$ cat src/rtl/call_stack_sequencer_if.sv
// Request/stack/redirect bundle between the decoder side (master) and the
// return-address stack sequencer (slave).
interface call_stack_sequencer_if #(
   parameter int ADDR_W  = 11,
   parameter int DEPTH_W = 3
);
   logic               call_req;
   logic               ret_req;
   logic [ADDR_W-1:0]  call_target;
   logic [ADDR_W-1:0]  pc;
   logic               irq;
   logic [ADDR_W-1:0]  irq_vector;
   logic [ADDR_W-1:0]  stk_rdata;
   logic [ADDR_W-1:0]  stk_wdata;
   logic               stk_store;
   logic               stk_load;
   logic               pc_load;
   logic [ADDR_W-1:0]  pc_next;
   logic               stall;
   logic               irq_ack;
   logic               in_isr;
   logic [DEPTH_W-1:0] depth;
   logic               fault;

   modport master (
      output call_req, ret_req, call_target, pc, irq, irq_vector, stk_rdata,
      input  stk_wdata, stk_store, stk_load, pc_load, pc_next, stall,
             irq_ack, in_isr, depth, fault
   );

   modport slave (
      input  call_req, ret_req, call_target, pc, irq, irq_vector, stk_rdata,
      output stk_wdata, stk_store, stk_load, pc_load, pc_next, stall,
             irq_ack, in_isr, depth, fault
   );
endinterface

$ cat src/rtl/call_stack_sequencer.sv
// Return-address stack controller: arbitrates irq/RET/CALL, sequences push/pop
// strobes and PC redirect. Define STACK_GUARD_EN for overflow/underflow faulting.
module call_stack_sequencer #(
   parameter int ADDR_W  = 11,
   parameter int DEPTH   = 3,
   parameter int DEPTH_W = 3
) (
   input  logic                   i_clk,
   input  logic                   i_reset,
   call_stack_sequencer_if.slave  bus
);
   typedef enum logic [1:0] {
      ST_IDLE  = 2'd0,
      ST_PUSH  = 2'd1,
      ST_POP   = 2'd2,
      ST_FAULT = 2'd3
   } state_t;

`ifdef STACK_GUARD_EN
   localparam logic GUARD_ON = 1'b1;
`else
   localparam logic GUARD_ON = 1'b0;
`endif

   state_t              r_state;
   logic [ADDR_W-1:0]   r_stk_wdata;
   logic [ADDR_W-1:0]   r_pc_next;
   logic                r_stk_store;
   logic                r_stk_load;
   logic                r_pc_load;
   logic                r_stall;
   logic                r_irq_ack;
   logic                r_in_isr;
   logic [DEPTH_W-1:0]  r_depth;
   logic                r_fault;

   logic                w_irq_go;
   logic                w_full;
   logic                w_empty;
   logic [ADDR_W-1:0]   w_ret_call;

   assign w_irq_go   = bus.irq & ~r_in_isr;
   assign w_full     = GUARD_ON & (r_depth == DEPTH_W'(DEPTH));
   assign w_empty    = GUARD_ON & (r_depth == {DEPTH_W{1'b0}});
   assign w_ret_call = bus.pc + ADDR_W'(1);

   // Single FSM: everything a PUSH/POP cycle shows is registered at the accept edge.
   always_ff @(posedge i_clk) begin
      if (i_reset) begin
         r_state     <= ST_IDLE;
         r_stk_wdata <= {ADDR_W{1'b0}};
         r_pc_next   <= {ADDR_W{1'b0}};
         r_stk_store <= 1'b0;
         r_stk_load  <= 1'b0;
         r_pc_load   <= 1'b0;
         r_stall     <= 1'b0;
         r_irq_ack   <= 1'b0;
         r_in_isr    <= 1'b0;
         r_depth     <= {DEPTH_W{1'b0}};
         r_fault     <= 1'b0;
      end else begin
         r_stk_store <= 1'b0;
         r_stk_load  <= 1'b0;
         r_pc_load   <= 1'b0;
         r_irq_ack   <= 1'b0;
         case (r_state)
            ST_IDLE: begin
               if (w_irq_go) begin
                  r_stall <= 1'b1;
                  if (w_full) begin
                     r_state <= ST_FAULT;
                     r_fault <= 1'b1;
                  end else begin
                     r_state     <= ST_PUSH;
                     r_stk_wdata <= bus.pc;
                     r_pc_next   <= bus.irq_vector;
                     r_stk_store <= 1'b1;
                     r_pc_load   <= 1'b1;
                     r_irq_ack   <= 1'b1;
                     r_in_isr    <= 1'b1;
                     r_depth     <= r_depth + DEPTH_W'(1);
                  end
               end else if (bus.ret_req) begin
                  r_stall <= 1'b1;
                  if (w_empty) begin
                     r_state <= ST_FAULT;
                     r_fault <= 1'b1;
                  end else begin
                     // Top of stack is captured before the pop edge removes it.
                     r_state    <= ST_POP;
                     r_pc_next  <= bus.stk_rdata;
                     r_stk_load <= 1'b1;
                     r_pc_load  <= 1'b1;
                     r_in_isr   <= 1'b0;
                     r_depth    <= r_depth - DEPTH_W'(1);
                  end
               end else if (bus.call_req) begin
                  r_stall <= 1'b1;
                  if (w_full) begin
                     r_state <= ST_FAULT;
                     r_fault <= 1'b1;
                  end else begin
                     r_state     <= ST_PUSH;
                     r_stk_wdata <= w_ret_call;
                     r_pc_next   <= bus.call_target;
                     r_stk_store <= 1'b1;
                     r_pc_load   <= 1'b1;
                     r_depth     <= r_depth + DEPTH_W'(1);
                  end
               end else begin
                  r_stall <= 1'b0;
               end
            end
            ST_PUSH, ST_POP: begin
               r_state <= ST_IDLE;
               r_stall <= 1'b0;
            end
            ST_FAULT: begin
               r_stall <= 1'b1;
               r_fault <= 1'b1;
            end
            default: begin
               r_state <= ST_IDLE;
               r_stall <= 1'b0;
            end
         endcase
      end
   end

   assign bus.stk_wdata = r_stk_wdata;
   assign bus.stk_store = r_stk_store;
   assign bus.stk_load  = r_stk_load;
   assign bus.pc_load   = r_pc_load;
   assign bus.pc_next   = r_pc_next;
   assign bus.stall     = r_stall;
   assign bus.irq_ack   = r_irq_ack;
   assign bus.in_isr    = r_in_isr;
   assign bus.depth     = r_depth;
   assign bus.fault     = r_fault;
endmodule

$ cat src/flat_wrapper.sv
// flat-port wrapper written by rule: the top's interface ports become plain ports
module call_stack_sequencer_flat 
#(
   parameter int ADDR_W  = 11,
   parameter int DEPTH   = 3,
   parameter int DEPTH_W = 3
)
  (i_clk, i_reset, bus_call_req, bus_ret_req, bus_call_target, bus_pc, bus_irq, bus_irq_vector, bus_stk_rdata, bus_stk_wdata, bus_stk_store, bus_stk_load, bus_pc_load, bus_pc_next, bus_stall, bus_irq_ack, bus_in_isr, bus_depth, bus_fault);
  call_stack_sequencer_if #(.ADDR_W(ADDR_W), .DEPTH_W(DEPTH_W)) bus_i ();
  input  logic i_clk;
  input  logic i_reset;
  input wire logic [$bits(bus_i.call_req)-1:0] bus_call_req;
  input wire logic [$bits(bus_i.ret_req)-1:0] bus_ret_req;
  input wire logic [$bits(bus_i.call_target)-1:0] bus_call_target;
  input wire logic [$bits(bus_i.pc)-1:0] bus_pc;
  input wire logic [$bits(bus_i.irq)-1:0] bus_irq;
  input wire logic [$bits(bus_i.irq_vector)-1:0] bus_irq_vector;
  input wire logic [$bits(bus_i.stk_rdata)-1:0] bus_stk_rdata;
  output wire logic [$bits(bus_i.stk_wdata)-1:0] bus_stk_wdata;
  output wire logic [$bits(bus_i.stk_store)-1:0] bus_stk_store;
  output wire logic [$bits(bus_i.stk_load)-1:0] bus_stk_load;
  output wire logic [$bits(bus_i.pc_load)-1:0] bus_pc_load;
  output wire logic [$bits(bus_i.pc_next)-1:0] bus_pc_next;
  output wire logic [$bits(bus_i.stall)-1:0] bus_stall;
  output wire logic [$bits(bus_i.irq_ack)-1:0] bus_irq_ack;
  output wire logic [$bits(bus_i.in_isr)-1:0] bus_in_isr;
  output wire logic [$bits(bus_i.depth)-1:0] bus_depth;
  output wire logic [$bits(bus_i.fault)-1:0] bus_fault;
  assign bus_i.call_req = bus_call_req;
  assign bus_i.ret_req = bus_ret_req;
  assign bus_i.call_target = bus_call_target;
  assign bus_i.pc = bus_pc;
  assign bus_i.irq = bus_irq;
  assign bus_i.irq_vector = bus_irq_vector;
  assign bus_i.stk_rdata = bus_stk_rdata;
  assign bus_stk_wdata = bus_i.stk_wdata;
  assign bus_stk_store = bus_i.stk_store;
  assign bus_stk_load = bus_i.stk_load;
  assign bus_pc_load = bus_i.pc_load;
  assign bus_pc_next = bus_i.pc_next;
  assign bus_stall = bus_i.stall;
  assign bus_irq_ack = bus_i.irq_ack;
  assign bus_in_isr = bus_i.in_isr;
  assign bus_depth = bus_i.depth;
  assign bus_fault = bus_i.fault;
  call_stack_sequencer #(.ADDR_W(ADDR_W), .DEPTH(DEPTH), .DEPTH_W(DEPTH_W)) u_core (.i_clk(i_clk), .i_reset(i_reset), .bus(bus_i));
endmodule
$ cat config.mk
export PLATFORM = sky130hd
export DESIGN_NAME = call_stack_sequencer_flat
export DESIGN_NICKNAME = d
export VERILOG_FILES = /design/src/rtl/call_stack_sequencer_if.sv /design/src/rtl/call_stack_sequencer.sv /design/src/flat_wrapper.sv
export SDC_FILE = /design/constraint.sdc
export NUM_CORES = 1
export LEC_CHECK = 0
export BUFFER_PORTS_ARGS = -buffer_cell sky130_fd_sc_hd__clkbuf_2
export CAP_MARGIN = 40
export CORE_AREA = 2 2 71 73
export CTS_BUF_LIST = sky130_fd_sc_hd__clkbuf_4 sky130_fd_sc_hd__clkbuf_8
export CTS_CLUSTER_DIAMETER = 100
export DETAILED_ROUTE_END_ITERATION = 10
export DIE_AREA = 0 0 73 75
export HOLD_SLACK_MARGIN = 0.02
export PLACE_DENSITY = 0.8
export SLEW_MARGIN = 20
export SYNTH_ARGS = -nofsm -noshare
export SYNTH_HDL_FRONTEND = slang
export SYNTH_SLANG_ARGS = --single-unit
$ cat constraint.sdc
create_clock -name i_clk -period 1.36 [get_ports i_clk]
set_input_delay 0.136 -clock i_clk [delete_from_list [all_inputs] [get_ports i_clk]]
set_output_delay 0.136 -clock i_clk [all_outputs]
set_load 0.05 [all_outputs]
[Yosys cells after proc, flatten, opt, wreduce, memory -nomap -nowiden]
Index checks and enable logic that the tools add are counted.
Word-level totals
  flip-flop bits (word level): 34
  bits of input ports: 49
  output and inout port bits: 32
  word-level logic and storage cells: 57
Cells by class
  add/sub/neg operators: 3
  equality and inequality tests: 5
  multiplexer cells: 23
  bitwise gates (word level): 3
  reduce and logical (&&, ||, !) cells: 12
Operators with widths (count)
  two-way mux 11 bit: 6
  adder 11 x 1 -> 11 bit (second input constant): 1
  two-way mux 1 bit: 9
  two-way mux 3 bit: 3
  two-way mux 2 bit: 3
  AND reduction 2 bit: 3
  nonzero test 2 bit: 3
  == test 2 bit (second input constant): 2
  != test 4 x 3 -> 1 bit (second input constant): 1
  case mux 2 bit (2 select lines): 1
  OR reduction 2 bit: 2
  adder 3 x 1 -> 3 bit (second input constant): 1
  case mux 1 bit (3 select lines): 1
  AND reduction 3 bit: 1
  nonzero test 3 bit: 1
  OR reduction 3 bit: 1
  subtractor 3 x 1 -> 3 bit (second input constant): 1
  == test 2 x 1 -> 1 bit (second input constant): 1
  zero test 2 bit: 1
  != test 2 x 1 -> 1 bit (second input constant): 1
  inverter 1 bit: 2
  bitwise AND 1 bit: 1

[Logic depth before layout (Yosys ltp)]
  word-level depth: 4
  depth in mapped cells: 7
  depth with buffers taken out: 5

[Worst setup path before layout]
Ideal clock, no wire load.
  path type: reg-to-reg
  start point: reg u_core.r_in_isr (netlist: u_core.bus.in_isr)
  end point: reg u_core.r_stk_wdata[9] (netlist: u_core.bus.stk_wdata[9])
  library setup time: 0.122 ns
  arrival time: 1.556 ns
  data required time: 1.238 ns
  slack: -0.318 ns
  stages on the path, launching flop included: 6
  buffers on the path: 1
  clock period less this slack: 1.678 ns
  cells stage by stage: dfxtp_1 nand2b_1 buf_4 nand3_1 o21a_1 o32a_1
On the way
  cells in the longest elaborated chain, start to end: 4
  elaborated cells on any way between the ends: 6
  classes of those cells: eq/ne: 1; mux: 1; bitwise: 2; reduce/logical: 2
Ends and longest elaborated chain
  start, declared: line call_stack_sequencer.sv:33  | logic r_in_isr;
  start signal, assigned: line call_stack_sequencer.sv:58  | r_in_isr <= 1'b0;
  start signal, assigned: line call_stack_sequencer.sv:80  | r_in_isr <= 1'b1;
  start signal, assigned: line call_stack_sequencer.sv:94  | r_in_isr <= 1'b0;
  inverter 1 bit (*): line call_stack_sequencer.sv:42  | assign w_irq_go = bus.irq & ~r_in_isr;
  bitwise AND 1 bit (*): line call_stack_sequencer.sv:42
  != test 2 x 1 -> 1 bit (no source line) / nonzero test 2 bit (equally long branches)
  AND reduction 3 bit (no source line)
  end signal, assigned: line call_stack_sequencer.sv:51  | r_stk_wdata <= {ADDR_W{1'b0}};
  end signal, assigned: line call_stack_sequencer.sv:75  | r_stk_wdata <= bus.pc;
  end signal, assigned: line call_stack_sequencer.sv:104  | r_stk_wdata <= w_ret_call;
  end, declared: line call_stack_sequencer.sv:26  | logic [ADDR_W-1:0] r_stk_wdata;
Mark *: on every way between the ends. The rest lies on a longest branch, timed or not.
A chain may end at the register's enable or synchronous reset.

[Worst setup path after layout]
  start point: reg u_core.r_in_isr (netlist: u_core.bus.in_isr)
  end point: reg u_core.r_stk_wdata[10] (netlist: u_core.bus.stk_wdata[10])
The elaborated chain is that of the path after synthesis.

==> results.md <==
- Status: complete, no violations
- Final ANT Viol Nets: 0
- First-pass GRT wire length: 7540 um
- Hold Vio Cnt, Final: 0
- Max stage delay cell, worst path: dfxtp_4
- Asr flop ratio synth: 0%
- Overflow left after global routing: 0
- Setup tns final: 0 ns
- Ys flop type: dfxtp_1
- Arrival time at the worst endpoint: 1.51 ns
- Critical path launch point: u_core.bus.in_isr$_SDFFE_PP0P_
- Crit Reg-Reg Startpoint: u_core.bus.in_isr$_SDFFE_PP0P_
- Antenna diodes: 0
- Sequential element share of the synthesized area: 37.6%
- CP Buf/Inv Count: 1
- Top delay family on crit path: compound AO/OA/AOI/OAI gates
- Starting Density: 38.8%
- Kind of critical path: reg2reg
- # clock sinks: 34
- VDD IR-drop max: 0.000686 V
- Port bufs: 80
- Worst stage delay on the critical path: 0.38 ns
- Crit path time final: 1.34 ns
- Total CTS buffers: 5
- Critical path data required time: 1.54 ns
- Mapped Area: 0.00181 sq mm
- YS warnings: 0
- Clk_skew: 0.00448 ns
- CTS Root Cell: clkbuf_8
- Crit Reg-Reg Endpoint: u_core.bus.stk_wdata[10]$_SDFFE_PP0P_
- Rows: 25
- Most frequent cells in the layout: clkbuf_2 (80), nand2_1 (30), dfxtp_1 (29)
- Post-synthesis cell type count: 35
- Crit-path max FO: 5
- F_max: 748 MHz
- DPL Wire Length: 3570 um
- WL per Instance: 13.2 um
- # IOs: 81
- Final period util: 98.3%
- Most common cell after layout, fill and taps aside: clkbuf_2
- Final wirelength: 4710 um
- Slew @ Worst Pin: 0.320 ns
- DRT iter0 DRCs: 56
- Final setup violation count: 0
- RSZ-0062 raised after global routing: yes
- GRT Total Usage: 17.8%
- Vias: 1,839
- Worst Hold Class: in2reg
- Max Cap Viol: 0
- CTS tree: done
- Initial antenna violation count: 0
- Share of cells above drive strength 1: 45.4%
- Leak: 1.22 nW
- Max-slew violation count: 0
- Worst R2R Path Depth: 5
- Critical Path Source Type: flop
- Flops & latches, synth: 34
- Post-Synthesis Net Count: 261
- Die height: 75 um
- # DRC: 0
- Critical Path Stages: 5
- Routability cong.: 0.873
- Cell area power density: 1440 mW/mm^2
- FILL cells: 445
- Die ar.: 0.00548 sq mm
- CP cell instances: nand2b_4, buf_6, nand4_1, o21a_1, o32a_1
- Fin cells: 358
- Worst-path clk slew: 0.07 ns
- Largest net degree at the start of global routing: 20
- NumNets Final: 358
- Max clock buf depth: 2
- Post-synth EDFFs: 0
- Die X-Extent: 73 um
- CORE AREA: 0.00466 sq mm
- Rel. slew slack: 78.8%
- Cell count after synthesis: 206
- H-tree levels: 2
- Post-CTS Hold Buffers: 0
- Mean Syn Cell Area: 8.78 sq um
- Clk Latency, worst-skew pair: 0.29 ns
- Vias in the first global route: 1,704
- Flop-to-flop setup slack: 0.02 ns
- Vias per cell: 5.14
- Worst setup endpoint: u_core.bus.stk_wdata[10]$_SDFFE_PP0P_
- Endpoint type of the worst setup path: flop
- DR pass1 iterations: 5
- Placed Cells: 344
- Synthesis-to-layout area growth: 43.9%
==> synth_stat cells (5+ instances only) <==
library cell  number  share of area (%)
nor2b_1            6                2.1
dfxtp_1           34                 38
a21oi_1           15                4.2
mux2i_1           13                7.2
buf_2              6                1.7
o211ai_1          11                4.6
nand2_1           30                6.2
ha_1               6                4.2
xor2_1             6                2.9
nor2_1            20                4.2
a211oi_1           5                2.1
inv_1              5                1.0
==> tightest hold or removal path: cells and delay by family <==
kind	cells	cell delay (ns)
simple gates	1	0.06
buf+inv	1	0.11
compound gates	1	0.07
==> through the flow <==
stage / cell area [sq um] / setup slack, ns / hold slack, ns / power (mW) / utilization (%)
finish: 2600 / 0.0237 / 0.139 / 3.76 / 55.8
global route: 2600 / -0.0378 / 0.162 / 3.98 / 55.8
CTS: 2500 / -0.00331 / 0.132 / 3.69 / 53.7
detailed placement: 2340 / -0.0532 / 0.438 / 2.75 / 50.3
global placement: 2340 / -0.00328 / 0.430 / 2.72 / 50.3
floorplan: 1820 / -0.0106 / 0.295 / 2.34 / -
==> state kept, by name, summed over array words and instances (netlist names) <==
| signal | flops |
|---|---|
| u_core.bus.depth | 3 |
| u_core.bus.fault | 1 |
| u_core.bus.in_isr | 1 |
| u_core.bus.irq_ack | 1 |
| u_core.bus.pc_load | 1 |
| u_core.bus.pc_next | 11 |
| u_core.bus.stall | 1 |
| u_core.bus.stk_load | 1 |
| u_core.bus.stk_store | 1 |
| u_core.bus.stk_wdata | 11 |
| u_core.r_state | 2 |
==> cells by family (layout without fill, tap and decap cells) <==
family,Yosys count,after routing,synth area share [%]
fa+ha+maj,6,6,4.15
xor+xnor,10,10,4.84
mux,14,14,7.82
flops,34,34,37.6
buf+inv,20,118,6.44
simple gates,75,75,19.4
compound gates,47,47,19.7
==> final cells by class <==
class | count | area [sq um] | share of cell area, %
inverters | 5 | 18.8 | 0.721
well taps | 54 | 67.6 | 2.60
flip-flops and latches | 34 | 689 | 26.5
clock buffers | 5 | 68.8 | 2.64
multi-input cells | 152 | 1080 | 41.4
repair buffers | 105 | 639 | 24.6
clock inverters | 3 | 40.0 | 1.54
==> worst min-delay path by stage <==
stage,cells after the start,start,end
final,3,bus_pc[1],u_core.bus.stk_wdata[1]$_SDFFE_PP0P_
after global routing,3,bus_pc[1],u_core.bus.stk_wdata[1]$_SDFFE_PP0P_
after CTS,3,bus_pc[1],u_core.bus.stk_wdata[1]$_SDFFE_PP0P_
after detailed placement,3,bus_pc[1],u_core.bus.stk_wdata[1]$_SDFFE_PP0P_
after global placement,3,bus_pc[1],u_core.bus.stk_wdata[1]$_SDFFE_PP0P_
after floorplan,2,bus_pc[1],u_core.bus.stk_wdata[1]$_SDFFE_PP0P_
==> timing repair <==
item / CTS / global route
cloned: 0 / 0
pin swaps: 1 / 8
endpoints found under the hold margin: 0 / 0
gates resized for setup: 5 / 20
setup buffers: 2 / 4
setup endpoints to repair: 20 / 25
==> metal layers <==
metal	global-route usage (%)	up-vias	routed length (um)
met2	31.1	70	2370
met4	5.97	0	59
met3	5.09	5	330
li1	-	916	-
met5	0	-	0
met1	20.9	848	1950
==> report_power, final <==
part           switching [mW]  internal, mW  leakage, nW  total (mW)
sequential             0.0921          1.16        0.283        1.25
combinational            1.03         0.583        0.882        1.61
clock                   0.358         0.539       0.0579       0.896
(Power assumes the default switching activity.)
